$ cat src/rtl/link_pkg.sv
// rtl/link_pkg.sv - shared types and dual-rail decode helpers for the link receiver
package link_pkg;

    typedef enum logic {ENC_TP, ENC_FP} enc_e;
    typedef enum logic [1:0] {IDLE, HOLD, ACK, SPACER} rx_state_e;

    localparam int RAIL_NUM = 2;

    function automatic logic dr_decode(input logic [RAIL_NUM-1:0] d);
        return d[1];
    endfunction

    function automatic logic dr_illegal(input logic [RAIL_NUM-1:0] d);
        return &d;
    endfunction

endpackage

$ cat src/rtl/sync_fifo.sv
// rtl/sync_fifo.sv - single-clock FIFO with full/empty and push-while-full-with-pop
module sync_fifo #(
    parameter int DW    = 9,
    parameter int DEPTH = 4
) (
    input  logic          clk,
    input  logic          rst_n,
    input  logic          i_push,
    input  logic [DW-1:0] i_data,
    input  logic          i_pop,
    output logic [DW-1:0] o_data,
    output logic          o_full,
    output logic          o_empty
);
    localparam int AW = $clog2(DEPTH);

    logic [DW-1:0] r_mem [DEPTH];
    logic [AW:0]   r_wptr;
    logic [AW:0]   r_rptr;
    logic          w_do_push;
    logic          w_do_pop;

    // Extra pointer bit distinguishes full from empty when the indices match.
    assign o_empty   = (r_wptr == r_rptr);
    assign o_full    = (r_wptr[AW] != r_rptr[AW]) && (r_wptr[AW-1:0] == r_rptr[AW-1:0]);
    assign w_do_pop  = i_pop && !o_empty;
    assign w_do_push = i_push && (!o_full || w_do_pop);
    assign o_data    = r_mem[r_rptr[AW-1:0]];

    always_ff @(posedge clk or negedge rst_n) begin
        if (!rst_n) begin
            r_wptr <= '0;
            r_rptr <= '0;
        end else begin
            if (w_do_push) r_wptr <= r_wptr + (AW+1)'(1);
            if (w_do_pop)  r_rptr <= r_rptr + (AW+1)'(1);
        end
    end

    always_ff @(posedge clk) begin
        if (w_do_push) r_mem[r_wptr[AW-1:0]] <= i_data;
    end

endmodule

$ cat src/rtl/dr_link_rx.sv
// rtl/dr_link_rx.sv - dual-rail (two- or four-phase) link receiver with word FIFO and ack
module dr_link_rx
    import link_pkg::*;
#(
    parameter     ENC         = "TP",
    parameter int WIDTH       = 8,
    parameter int SYNC_STAGES = 2,
    parameter int FIFO_DEPTH  = 4,
    parameter int ACK_DELAY   = 0,
    parameter int CNT_W       = 16
) (
    input  logic                      clk,
    input  logic                      rst_n,
    input  logic [WIDTH*RAIL_NUM-1:0] in,
    output logic                      ack_o,
    output logic [WIDTH-1:0]          out_data,
    output logic                      out_err,
    output logic                      out_valid,
    input  logic                      out_ready,
    output logic                      err_o,
    input  logic                      err_clr,
    output logic [CNT_W-1:0]          tok_cnt,
    output logic [CNT_W-1:0]          err_cnt
);
    localparam enc_e LP_ENC = (ENC == "FP") ? ENC_FP : ENC_TP;
    localparam int   RW     = WIDTH * RAIL_NUM;
    localparam int   DLY_W  = (ACK_DELAY > 0) ? $clog2(ACK_DELAY + 1) : 1;

    logic [SYNC_STAGES:0][RW-1:0] w_chain;
    logic [RW-1:0]    w_s_in, w_d, r_s_prev, r_in_state;
    logic [WIDTH-1:0] w_word, r_word;
    logic             w_all_done, w_err, w_qual, w_spacer, r_err;
    logic             w_full, w_empty, w_pop, w_go_ack;
    logic [DLY_W-1:0] r_dly;
    rx_state_e        r_state, w_state_nxt;

    assign w_chain[0] = in;
    for (genvar g = 0; g < SYNC_STAGES; g++) begin : g_sync
        logic [RW-1:0] r_q;
        always_ff @(posedge clk or negedge rst_n) begin
            if (!rst_n) r_q <= '0;
            else        r_q <= w_chain[g];
        end
        assign w_chain[g+1] = r_q;
    end
    assign w_s_in = w_chain[SYNC_STAGES];

    assign w_d = (LP_ENC == ENC_TP) ? (w_s_in ^ r_in_state) : w_s_in;

    always_comb begin
        w_all_done = 1'b1;
        w_err      = 1'b0;
        w_word     = '0;
        for (int i = 0; i < WIDTH; i++) begin
            w_all_done = w_all_done & (|w_d[2*i +: 2]);
            w_err      = w_err | dr_illegal(w_d[2*i +: 2]);
            w_word[i]  = dr_decode(w_d[2*i +: 2]);
        end
    end

    // Two equal consecutive samples filter out rail skew across bits.
    assign w_qual   = w_all_done && (w_s_in == r_s_prev);
    assign w_spacer = (w_s_in == '0) && (r_s_prev == '0);
    assign w_pop    = out_valid && out_ready;

    always_comb begin
        w_state_nxt = r_state;
        w_go_ack    = 1'b0;
        case (r_state)
            IDLE:    if (w_qual) w_state_nxt = HOLD;
            HOLD:    if (r_dly == '0 && (!w_full || w_pop)) begin
                         w_state_nxt = ACK;
                         w_go_ack    = 1'b1;
                     end
            ACK:     w_state_nxt = (LP_ENC == ENC_FP) ? SPACER : IDLE;
            SPACER:  if (w_spacer) w_state_nxt = IDLE;
            default: w_state_nxt = IDLE;
        endcase
    end

    // Ack, push and counters are registered on the edge entering ACK, so
    // ack_o changes together with the state and the FIFO sees the push then.
    always_ff @(posedge clk or negedge rst_n) begin
        if (!rst_n) begin
            r_state    <= IDLE;
            r_s_prev   <= '0;
            r_in_state <= '0;
            r_word     <= '0;
            r_err      <= 1'b0;
            r_dly      <= '0;
            ack_o      <= 1'b0;
            err_o      <= 1'b0;
            tok_cnt    <= '0;
            err_cnt    <= '0;
        end else begin
            r_state  <= w_state_nxt;
            r_s_prev <= w_s_in;
            if (r_state == IDLE && w_qual) begin
                r_word <= w_word;
                r_err  <= w_err;
                r_dly  <= DLY_W'(ACK_DELAY);
            end else if (r_state == HOLD && r_dly != '0) begin
                r_dly <= r_dly - 1'b1;
            end
            if (w_go_ack) begin
                if (LP_ENC == ENC_TP) begin
                    ack_o      <= ~ack_o;
                    r_in_state <= w_s_in;
                end else begin
                    ack_o <= 1'b1;
                end
                if (tok_cnt != '1) tok_cnt <= tok_cnt + 1'b1;
            end
            if (r_state == SPACER && w_spacer) ack_o <= 1'b0;
            if (err_clr) begin
                err_o   <= 1'b0;
                err_cnt <= '0;
            end else if (w_go_ack && r_err) begin
                err_o <= 1'b1;
                if (err_cnt != '1) err_cnt <= err_cnt + 1'b1;
            end
        end
    end

    sync_fifo #(
        .DW    (WIDTH + 1),
        .DEPTH (FIFO_DEPTH)
    ) u_fifo (
        .clk     (clk),
        .rst_n   (rst_n),
        .i_push  (w_go_ack),
        .i_data  ({r_err, r_word}),
        .i_pop   (w_pop),
        .o_data  ({out_err, out_data}),
        .o_full  (w_full),
        .o_empty (w_empty)
    );

    assign out_valid = !w_empty;

endmodule

$ cat config.mk
export PLATFORM = sky130hd
export DESIGN_NAME = dr_link_rx
export DESIGN_NICKNAME = d
export VERILOG_FILES = /design/src/rtl/link_pkg.sv /design/src/rtl/sync_fifo.sv /design/src/rtl/dr_link_rx.sv
export SDC_FILE = /design/constraint.sdc
export NUM_CORES = 1
export LEC_CHECK = 0
export BUFFER_PORTS_ARGS = -buffer_cell sky130_fd_sc_hd__buf_2
export CAP_MARGIN = 20
export CORE_ASPECT_RATIO = 1.5
export CORE_MARGIN = 3
export CORE_UTILIZATION = 40
export DETAILED_ROUTE_END_ITERATION = 8
export PLACE_DENSITY = 0.63
export REMOVE_ABC_BUFFERS = 1
export SYNTH_ARGS = -nofsm -noshare
export SYNTH_HDL_FRONTEND = slang
export SYNTH_SLANG_ARGS = --single-unit
$ cat constraint.sdc
create_clock -name clk -period 2.6 [get_ports clk]
set_clock_uncertainty 0.15 [all_clocks]
set_input_delay 0.13 -clock clk [delete_from_list [all_inputs] [get_ports clk]]
set_output_delay 0.13 -clock clk [all_outputs]
set_load 0.005 [all_outputs]
==> flow_summary_export.csv <==
group,metric,value,unit
layout,stdcell_area,7450,sq um
route,viasPerCell,5.07,
grt,grt.busiest_layer,"met2",
synth,synthArstFlopShare,0.763,
worst_hold_path,hp-class,"in -> async",
layout,area_growth,23.0,%
grt,met1_usage,0.171,
critical_path,worstSetupPathType,"reg -> reg",
layout,layout-drive-gt1-share,0.256,
placement,pre_cts_slack,0.326,ns
cts,cts.sink_count,152,
route,avgRoutedWirePerCell,15.6,um
synth,ys_ff_latch,152,
cts,path_clk_slew,0.06,ns
placement,gp_congestion,0.820,
layout,final_nets,561,
synth,syn-instance-count,431,
synth,synth_edf_count,36,
cts,cts_tree,"yes",
critical_path,endpoint_kind,"flip-flop",
grt,gr-total-overflow,0,
cts,holdBufCountCts,19,
cts,clk_latency,0.41,ns
power,irDropWorstVdd,0.405,mV
sta,period_share,0.869,
floorplanning,die_w,106,um
grt,use_met2,0.264,
floorplanning,row_count,54,
cts,clock_path_buffers,2,
floorplanning,die-area,16700,sq um
synth,synth_area,6050,sq um
route,dr.pass1.iters,4,
sta,worstMarginPinSlew,0.523,ns
critical_path,worstPathMaxFanout,8,
sta,timing.hold.ws,0.0662,ns
grt,antenna_found_initial,0,
cts,cts_resized,0,
route,ant_nets,0,
power,power_density,717,nW/um^2
layout,antenna_cells,0,
grt,grt_max_degree,72,
cts,cts_buffers,17,
route,drc,0,
sta,finalSetupViolCount,0,
placement,placed_cells,692,
synth,synth.distinct_cells,41,
critical_path,cp-start-kind,"flip-flop",
run,cap_violations,0,
cts,cts_root_buffer,"clkbuf_16",
synth,synth_seq_area_share,0.658,
grt,grt_pass1_wl,19500,um
sta,max_freq,443,MHz
sta,finalMaxSlewViolations,0,
sta,period_minus_slack,2.26,ns
grt,first_global_vias,3992,
cts,htreeDepth,4,
sta,grt_setup_unrepaired,"no",
critical_path,arrival,2.44,ns
route,drt-initial-drc-count,168,
floorplanning,floorplan.initialDensity,0.413,
power,total_leakage_power,0.00313,uW
sta,hold_violations,0,
layout,filler_cell_count,1300,
sta,relSlewSlack,0.651,
grt,use_met3,0.0380,
floorplanning,core_area,14700,sq um
layout,layout.core_utilization,0.508,
placement,portBuffers,63,
placement,dpl.hpwl,8130,um
critical_path,rr_startpoint,"u_fifo.r_rptr[2]",
placement,dpl_cell_area,6680,sq um
floorplanning,boundaryPins,64,
cts,cts_setup_buffers,0,
layout,final_cell_count_no_fill,743,
critical_path,worstSetupStartpoint,"u_fifo.r_rptr[2]",
synth,syn_area_per_cell,14.0,sq um
floorplanning,die_h,157,um
sta,finalWorstSetupSlack,0.341,ns
synth,yosysWarningCount,0,
run_status,run_status,"finished clean",
synth,ys.flop_type,"dfrtp_1",
route,dr_total_vias,3770,
route,routed_wl,11600,um
critical_path,crit_required,2.78,ns
grt,grt.total_usage,0.149,
-- routing by layer --
layer / vias to the layer above / wire (um) / part of all wire
met4: 0 / 250 / 0.022
met1: 1909 / 4740 / 0.41
met3: 19 / 299 / 0.026
li1: 1782 / - / -
met5: - / 0 / 0
met2: 60 / 6300 / 0.54
-- state kept, by name, indices dropped and copies added (netlist names) --
| signal | cells |
|---|---|
| r_dly | 1 |
| r_word | 8 |
| g_sync.r_q | 32 |
| r_s_prev | 16 |
| r_in_state | 16 |
| u_fifo.r_wptr | 3 |
| err_o | 1 |
| r_state | 2 |
| r_err | 1 |
| tok_cnt | 16 |
| ack_o | 1 |
| u_fifo.r_rptr | 3 |
| u_fifo.r_mem | 36 |
| err_cnt | 16 |
-- layout make-up --
class                           instances  area [sq um]  share of cell area
Clock buffer                           19           433              0.0581
Clock inverter                         13           144              0.0193
Multi-Input combinational cell        258          1990               0.267
Tap cell                              196           245              0.0329
Sequential cell                       152          3980               0.535
Inverter                               11          41.3             0.00555
Timing Repair Buffer                   94           611              0.0820
-- worst paths after layout --
| check | endpoint | slack (ns) | cells after the start |
|---|---|---|---|
| setup / recovery | err_cnt[8] | 0.34 | 5 |
| hold / removal | g_sync[0].r_q[0] | 0.07 | 2 |
| hold reg to reg | g_sync[1].r_q[15] | 0.20 | 0 |
| max in group asynchronous | u_fifo.r_wptr[2] | 1.47 | 3 |
| min in group clk | g_sync[0].r_q[5] | 0.19 | 2 |
| setup reg to reg | err_cnt[8] | 0.34 | 5 |
-- synthesized netlist by cell type, drive strengths merged, types with 7 or more instances --
library cell | number | area (sq um)
dfrtp | 116 | 2900
edfxtp | 36 | 1080
xnor2 | 36 | 315
mux2 | 26 | 293
xor2 | 18 | 158
a21oi | 17 | 85.1
nor2 | 17 | 63.8
nand3 | 16 | 80.1
nand2 | 15 | 56.3
nand4 | 15 | 93.8
o21ai | 14 | 70.1
inv | 11 | 41.3
nor4 | 11 | 68.8
or3 | 11 | 68.8
mux4 | 9 | 203
and3 | 8 | 50.1
ha | 7 | 87.6
-- stage by stage --
stage               TNS [ns]  power [uW]
floorplan              -2.34        2830
global route               0        5570
CTS                        0        5420
global placement           0        3000
detailed placement         0        3000
finish                     0        5340
-- layout by cell type, fill, tap and decap left out, types with 7 or more instances in the layout --
cell,n
and3_1,8
nor4_1,11
nor2_1,17
buf_2,62
buf_4,12
or3_1,11
mux4_2,9
nand4_1,15
mux2_2,26
xor2_1,18
edfxtp_1,36
nand2_1,15
a21oi_1,17
dfrtp_1,116
xnor2_1,36
o21ai_0,14
ha_1,7
nand3_1,16
inv_1,11
clkbuf_16,17
dlygate4sd3_1,19
-- critical path, cell delays in order (launching register included) --
cell	delay [ns]
dfrtp_1	0.40
xor2_1	0.19
a41o_1	0.26
or4_1	0.62
or3_1	0.40
a21oi_1	0.16
-- power breakdown --
part	switching, uW	internal, uW
clock network	953	1420
registers	52.7	2500
logic	218	200
total	1220	4120
-- cells by family (layout without fill, tap and decap cells) --
logic type | Yosys count | after routing | share of synthesized area
compound gates | 44 | 44 | 0.0428
xor+xnor | 54 | 54 | 0.0781
fa+ha+maj | 7 | 7 | 0.0145
buf+inv | 21 | 137 | 0.0132
flops | 152 | 152 | 0.658
mux | 40 | 40 | 0.0901
simple gates | 113 | 113 | 0.103
No activity file was read; power rests on OpenSTA's default activity.
